`src/rtl/link_pkg.sv`:
```
// rtl/link_pkg.sv - shared link parameters and types for the TX and RX paths
package link_pkg;

    localparam int BANDWIDTH = 1;
    localparam int WORD_SIZE = 2;
    localparam int BUFFER_IN = 2;
    localparam int BEATS     = WORD_SIZE / BANDWIDTH;

    typedef enum logic {
        RX_IDLE,
        RX_DATA
    } rx_state_t;

    typedef logic [WORD_SIZE-1:0] word_t;

endpackage

```
`src/rtl/word_fifo.sv`:
```
// rtl/word_fifo.sv - circular word queue with explicit level and sticky overflow
module word_fifo #(
    parameter int WORD_SIZE = link_pkg::WORD_SIZE,
    parameter int BUFFER_IN = link_pkg::BUFFER_IN,
    localparam int LEVEL_W  = $clog2(BUFFER_IN + 1)
) (
    input  logic                 clock,
    input  logic                 reset,
    input  logic                 push,
    input  logic [WORD_SIZE-1:0] push_data,
    input  logic                 pop,
    output logic [WORD_SIZE-1:0] head,
    output logic                 not_empty,
    output logic                 overflow,
    output logic [LEVEL_W-1:0]   level
);
    import link_pkg::*;

    localparam int PTR_W = (BUFFER_IN > 1) ? $clog2(BUFFER_IN) : 1;
    localparam logic [PTR_W-1:0]   LAST_PTR = PTR_W'(BUFFER_IN - 1);
    localparam logic [LEVEL_W-1:0] FULL     = LEVEL_W'(BUFFER_IN);

    logic [WORD_SIZE-1:0] mem [BUFFER_IN];
    logic [PTR_W-1:0]     rd_ptr;
    logic [PTR_W-1:0]     wr_ptr;
    logic                 do_pop;
    logic                 do_push;

    function automatic logic [PTR_W-1:0] next_ptr(input logic [PTR_W-1:0] p);
        return (p == LAST_PTR) ? '0 : p + PTR_W'(1);
    endfunction

    // A pop in the same cycle frees the slot a push into a full queue needs.
    always_comb begin
        do_pop  = pop && (level != '0);
        do_push = push && ((level != FULL) || do_pop);
    end

    assign head      = mem[rd_ptr];
    assign not_empty = (level != '0);

    always_ff @(posedge clock) begin
        if (reset) begin
            for (int i = 0; i < BUFFER_IN; i++) begin
                mem[i] <= '0;
            end
            rd_ptr   <= '0;
            wr_ptr   <= '0;
            level    <= '0;
            overflow <= 1'b0;
        end else begin
            if (do_push) begin
                mem[wr_ptr] <= push_data;
                wr_ptr      <= next_ptr(wr_ptr);
            end
            if (do_pop) begin
                rd_ptr <= next_ptr(rd_ptr);
            end
            if (push && !do_push) begin
                overflow <= 1'b1;
            end
            if (do_push && !do_pop) begin
                level <= level + LEVEL_W'(1);
            end else if (do_pop && !do_push) begin
                level <= level - LEVEL_W'(1);
            end
        end
    end

endmodule

```
`src/rtl/rx_deserializer.sv`:
```
// rtl/rx_deserializer.sv - start-beat framed serial receiver feeding a word queue
module rx_deserializer #(
    parameter int BANDWIDTH = link_pkg::BANDWIDTH,
    parameter int WORD_SIZE = link_pkg::WORD_SIZE,
    parameter int BUFFER_IN = link_pkg::BUFFER_IN,
    localparam int LEVEL_W  = $clog2(BUFFER_IN + 1)
) (
    input  logic                 clock,
    input  logic                 reset,
    input  logic [BANDWIDTH-1:0] rx,
    input  logic                 adv_recv,
    output logic [WORD_SIZE-1:0] recv,
    output logic                 recv_buff_ready,
    output logic                 overflow,
    output logic [LEVEL_W-1:0]   level
);
    import link_pkg::*;

    localparam int FRAME_BEATS = WORD_SIZE / BANDWIDTH;
    localparam int CNT_W       = (FRAME_BEATS > 1) ? $clog2(FRAME_BEATS) : 1;

    if (WORD_SIZE % BANDWIDTH != 0) begin : g_bad_width
        $error("WORD_SIZE must be a multiple of BANDWIDTH");
    end
    if (BUFFER_IN < 1) begin : g_bad_depth
        $error("BUFFER_IN must be at least 1");
    end

    rx_state_t            state;
    logic [CNT_W-1:0]     beat_cnt;
    logic                 last_beat;
    logic [WORD_SIZE-1:0] word;

    assign last_beat = (state == RX_DATA) && (beat_cnt == CNT_W'(FRAME_BEATS - 1));

    // Earlier beats sit in the shift register; the current beat completes the word.
    if (FRAME_BEATS > 1) begin : g_shift
        localparam int SHIFT_W = WORD_SIZE - BANDWIDTH;
        logic [SHIFT_W-1:0] shift;

        assign word = {shift, rx};

        always_ff @(posedge clock) begin
            if (reset) begin
                shift <= '0;
            end else if (state == RX_DATA) begin
                shift <= word[SHIFT_W-1:0];
            end
        end
    end else begin : g_no_shift
        assign word = rx;
    end

    always_ff @(posedge clock) begin
        if (reset) begin
            state    <= RX_IDLE;
            beat_cnt <= '0;
        end else begin
            case (state)
                RX_IDLE: begin
                    if (rx[0]) begin
                        state    <= RX_DATA;
                        beat_cnt <= '0;
                    end
                end
                RX_DATA: begin
                    beat_cnt <= beat_cnt + CNT_W'(1);
                    if (last_beat) begin
                        state <= RX_IDLE;
                    end
                end
                default: state <= RX_IDLE;
            endcase
        end
    end

    word_fifo #(
        .WORD_SIZE (WORD_SIZE),
        .BUFFER_IN (BUFFER_IN)
    ) u_fifo (
        .clock     (clock),
        .reset     (reset),
        .push      (last_beat),
        .push_data (word),
        .pop       (adv_recv),
        .head      (recv),
        .not_empty (recv_buff_ready),
        .overflow  (overflow),
        .level     (level)
    );

endmodule

```
`config.mk`:
```
export PLATFORM = sky130hd
export DESIGN_NAME = rx_deserializer
export DESIGN_NICKNAME = d
export VERILOG_FILES = /design/src/rtl/link_pkg.sv /design/src/rtl/word_fifo.sv /design/src/rtl/rx_deserializer.sv
export SDC_FILE = /design/constraint.sdc
export NUM_CORES = 1
export LEC_CHECK = 0
export ABC_AREA = 1
export CELL_PAD_IN_SITES_DETAIL_PLACEMENT = 2
export CELL_PAD_IN_SITES_GLOBAL_PLACEMENT = 2
export CORE_UTILIZATION = 28
export DETAILED_ROUTE_END_ITERATION = 10
export HOLD_SLACK_MARGIN = 0.03
export PLACE_DENSITY_LB_ADDON = 0.15
export REMOVE_ABC_BUFFERS = 1
export SYNTH_ARGS = -nofsm -noshare
export SYNTH_HDL_FRONTEND = slang
export SYNTH_HIERARCHICAL = 1
export SYNTH_SLANG_ARGS = --single-unit
```
`constraint.sdc`:
```
create_clock -name clock -period 1.5 [get_ports clock]
set_input_delay 0.3 -clock clock [delete_from_list [all_inputs] [get_ports clock]]
set_output_delay 0.3 -clock clock [all_outputs]
set_load 0.05 [all_outputs]
```
---- Yosys cells after proc, flatten, opt, wreduce, memory -nomap -nowiden ----
Memories as Yosys holds them, arrays and structs flattened. A register that Yosys moved wholly into a read port is not among the register bits.
Cells that the tools add are included.
word-level totals
  memories ................................ 1
  input bits .............................. 4
  bits in writable memories ............... 4
  register bits ........................... 8
  logic and storage cells ................. 47
  latch bits .............................. 0
  bits in read-only memories .............. 0
operators by class
  shifts and indexed selects .............. 0
  magnitude comparators ................... 0
  div/mod/pow operators ................... 0
  mux-type cells .......................... 19
  bitwise gates (word level) .............. 1
  reduce and logical (&&, ||, !) cells .... 12
  $add $sub $neg .......................... 5
  $mul .................................... 0
  eq/ne operators ......................... 2
memory list
  memory      depth  bits a word  rd ports  clocked after Yosys merged registers in  wr ports  line             RTL
  u_fifo.mem  2      2            1         1                                        2         word_fifo.sv:23  logic [WORD_SIZE-1:0] mem [BUFFER_IN];
operators by type and width
  cell                 number
  $mux 1               14
  $logic_and 1x1->1    6
  $mux 2               3
  $ne 2x2->1 const B   2
  $pmux 1 s2           2
  $reduce_bool 2->1    2
  $add 1x1->1 const B  3
  $add 2x1->2 const B  1
  $logic_not 1->1      2
  $reduce_or 2->1      1
  $sub 2x1->2 const B  1
  $logic_or 1x1->1     1
  $not 1->1            1

---- Depth between registers and ports, before layout ----
  depth after elaboration ................. 9
  mapped depth ............................ 11

---- By module ----
Netlist, hierarchy kept.
by module, submodules not included
  module           seq. area each (µm²)  cells each  area an instance (µm²)  times used
  word_fifo        240.2                 55          473.0                   1
  rx_deserializer  60.1                  17          117.6                   1

---- Worst setup path before layout ----
No wires, ideal clock.
  path type ............................... reg2reg
  start ................................... reg u_fifo.level[0]
  end ..................................... reg u_fifo.level[1]
  required time ........................... 1.390 ns
  setup time .............................. 0.110 ns
  period minus slack after synthesis ...... 1.831 ns
  data arrival time ....................... 1.721 ns
  cell stages (with the launch flop) ...... 9
  path slack .............................. -0.331 ns
  cell sequence ........................... dfxtp_1 > inv_2 > nand2_2 > nand2_1 > ha_1 > inv_1 > nand4_1 > nand2_1 > nor2_1
on the way
  word-level cells in the longest chain between the ends .. 7
RTL lines
  element                      line                   RTL
  start, declared              word_fifo.sv:15        output logic [LEVEL_W-1:0] level
  start signal, assigned       word_fifo.sv:63        level <= level + LEVEL_W'(1);
  start signal, assigned       word_fifo.sv:65        level <= level - LEVEL_W'(1);
  $reduce_bool 2->1 *          --
  net recv_buff_ready          rx_deserializer.sv:13  output logic recv_buff_ready,
  $logic_and 1x1->1 *          word_fifo.sv:35        do_pop = pop && (level != '0);
  $logic_or 1x1->1             word_fifo.sv:36        do_push = push && ((level != FULL) || do_pop);
  $logic_and 1x1->1            word_fifo.sv:36
  $logic_not 1->1              word_fifo.sv:64        end else if (do_pop && !do_push) begin
  $logic_and 1x1->1            word_fifo.sv:64
  $reduce_bool 2->1 (no line)  --
Mark *: on every way through the listed nets, which the timed path passes. The rest lies on a longest branch. The select of a mux whose other input is x is not followed.
A chain may end at the register's enable or synchronous reset.

==> flow_summary.yaml <==
status:
  outcome: "finished, final reports clean"
timing:
  tightest_slew_ns: 0.1724
  min_period_ns: 1.418
  rsz0062_at_grt: "no"
  maxSlewViolCount: 0
  fin_skew_ns: 0.006041
  maxSlewHeadroom: 0.8849
  setup_slack_ns: 0.08163
  setup_viol_count_final: 0
  hold_viol_final: 0
  finalCritPeriodShare: 0.9456
  clock.fmax_mhz: 705.0
setup_path:
  reg2reg_slack_ns: 0.14
  reg2reg_depth: 9
  cp-start-kind: "flip-flop"
  cp-end-kind: "output pin"
  crit_fanout: 2
  path_class: "flip-flop to output pin"
  required_ns: 1.20
  r2r-start: "u_fifo/level[0]"
  r2r-end: "u_fifo/level[1]"
  cp.arrival_ns: 1.12
route:
  drc: 0
  vias: 550
  antenna_left: 0
  vias_per_cell: 4.400
  drt_iter0_markers: 6
  wirelength_um: 1536
  drt-wirelength-per-cell_um: 12.29
  first_pass_iters: 4
pwr:
  power.leakage_nw: 0.4383
  ir_drop_v: 0.0006734
  powerDensity_mw_per_mm2: 1205
cells_and_area:
  num-fill-cells: 230
  area_delta_synth_final_pct: 50.00
  drive_above_1_share: 0.3571
  final_nets: 104
  final_common_cell: "buf_4"
  fin_util: 0.4470
  layout_common_cells: "13 x buf_4, 12 x inv_1, 12 x nor2_1, 12 x nand2_1, 7 x dfxtp_1"
  antenna_cells: 0
clock_tree:
  cts_root_buf: "clkbuf_4"
  clock_path_buffers: 2
  insertion_delay_ns: 0.27
  htreeDepth: 1
  cts-buffers-inserted: 3
  cts_tree: "yes"
  cts_sinks: 13
  postCtsHoldBufs: 0
  path_clk_slew_ns: 0.09
floorplanning:
  chipHeight_um: 47.93
  io_pins: 10
  row_count: 16
  die_width_um: 47.93
  die_area_mm2: 0.002297
  core_area_mm2: 0.001982
  initial_core_util: 0.2980
place:
  dp_hpwl_um: 1203
  io_buffers: 9
  pre_cts_slack_ns: -0.2962
  place_congestion: 0.6798
grt:
  grt_usage: 0.1507
  grt_max_degree: 9
  grt_pass1_vias: 538
  grt_pass1_wl_um: 2277
  antenna_found_initial: 0
  overflow: 0
run:
  cap_violations: 0
logic_synthesis:
  yosysWarnings: 6
  netlist_area_um2: 590.6
  syn_avg_cell_area_um2: 8.202
  synth_seq_area_share: 0.5085
  ys_types: 17
  synthCells: 72
  synth-seq-cells: 13
hold_path:
  hp-class: "primary input to flip-flop"
  worstHoldStart: "adv_recv"
  holdPathStages: 4
  hold-path-endpoint: "u_fifo/rd_ptr"
==> cells by family (layout without fill, tap and decap cells) <==
kind of cell	count (synthesis)	after routing	share of synthesized area
simple gates	34	34	0.2796
buf+inv	16	42	0.1017
flops	13	13	0.5085
compound gates	6	6	0.05083
mux	2	2	0.03813
fa+ha+maj	1	1	0.02118
==> worst max-delay path, cell delays in order, from the launching register on <==
cell,delay (ns)
dfxtp_2,0.34
mux2_2,0.34
buf_6,0.16
==> Yosys cell counts <==
cell / n / area (um2)
inv_1: 12 / 45.04
edfxtp_1: 4 / 120.1
nand2_1: 12 / 45.04
o21ai_1: 2 / 10.01
nand2_2: 1 / 6.260
o21ai_0: 1 / 5.000
nand3_1: 3 / 15.01
nand4_2: 2 / 25.02
a21oi_1: 3 / 15.01
nor2_2: 1 / 6.260
dfxtp_1: 9 / 180.2
nand4_1: 2 / 12.51
nand3_2: 1 / 10.01
ha_1: 1 / 12.51
inv_2: 4 / 15.01
nor2_1: 12 / 45.04
mux2_2: 2 / 22.52
==> per-layer routing <==
layer	vias up	wire length, um	global-route usage
li1	281	-	-
met1	261	650	0.1617
met2	6	834	0.2784
met3	2	38	0.03396
met4	0	12	0.06667
met5	-	0	0
==> repair_timing <==
action / 4_1_cts / 5_1_grt
endpoints found under the setup margin: 0 / 4
setup buffers: 0 / 2
gates resized for setup: 0 / 5
==> sequential cells by signal (all words and copies together) (netlist names), named ones only <==
signal,cells
state,1
u_fifo/rd_ptr,1
u_fifo/level,2
u_fifo/wr_ptr,1
u_fifo/mem,4
beat_cnt,1
g_shift.shift,1
u_fifo/overflow,1
==> worst max path at each step <==
stage | cells after the start | endpoint | from | slack (ns)
after CTS | 11 | u_fifo/level[1] | adv_recv | 0.0004
after global placement | 11 | u_fifo/level[1] | adv_recv | -0.20
after floorplan | 8 | u_fifo/level[1] | u_fifo/level[0] | -0.33
after global routing | 9 | u_fifo/level[1] | u_fifo/level[0] | 0.004
after detailed placement | 11 | u_fifo/level[1] | adv_recv | -0.30
final | 2 | recv[1] | flip-flop | 0.08
==> stage by stage <==
step / instances / cell area [um2] / hold WS (ns) / power, W / TNS, ns
after floorplan: 72 / 590.6 / 0.3691 / 0.0006427 / -0.6035
after global placement: 119 / 832.0 / 0.4770 / 0.0008219 / -0.4603
after detailed placement: 119 / 832.0 / 0.4800 / 0.0008343 / -1.236
after CTS: 123 / 858.3 / 0.5014 / 0.001062 / 0
after global routing: 125 / 885.9 / 0.5153 / 0.001133 / 0
final: 125 / 885.9 / 0.5045 / 0.001067 / 0
==> report_power, final <==
part,switching [W],leakage (nW),total [W],internal (W)
Clock,0.000116,0.0150,0.000219,0.000103
Combinational,0.000233,0.307,0.000424,0.000191
Sequential,0.0000247,0.116,0.000424,0.000399
==> final cells by class <==
| cell class | instances | area [um2] | area share |
|---|---|---|---|
| well taps | 27 | 33.78 | 0.03814 |
| multi-input cells | 43 | 230.2 | 0.2599 |
| flip-flops and latches | 13 | 302.8 | 0.3418 |
| repair buffers | 22 | 232.7 | 0.2627 |
| inverters | 16 | 60.06 | 0.06780 |
| clock buffers | 4 | 26.28 | 0.02966 |
(Power assumes the default switching activity.)
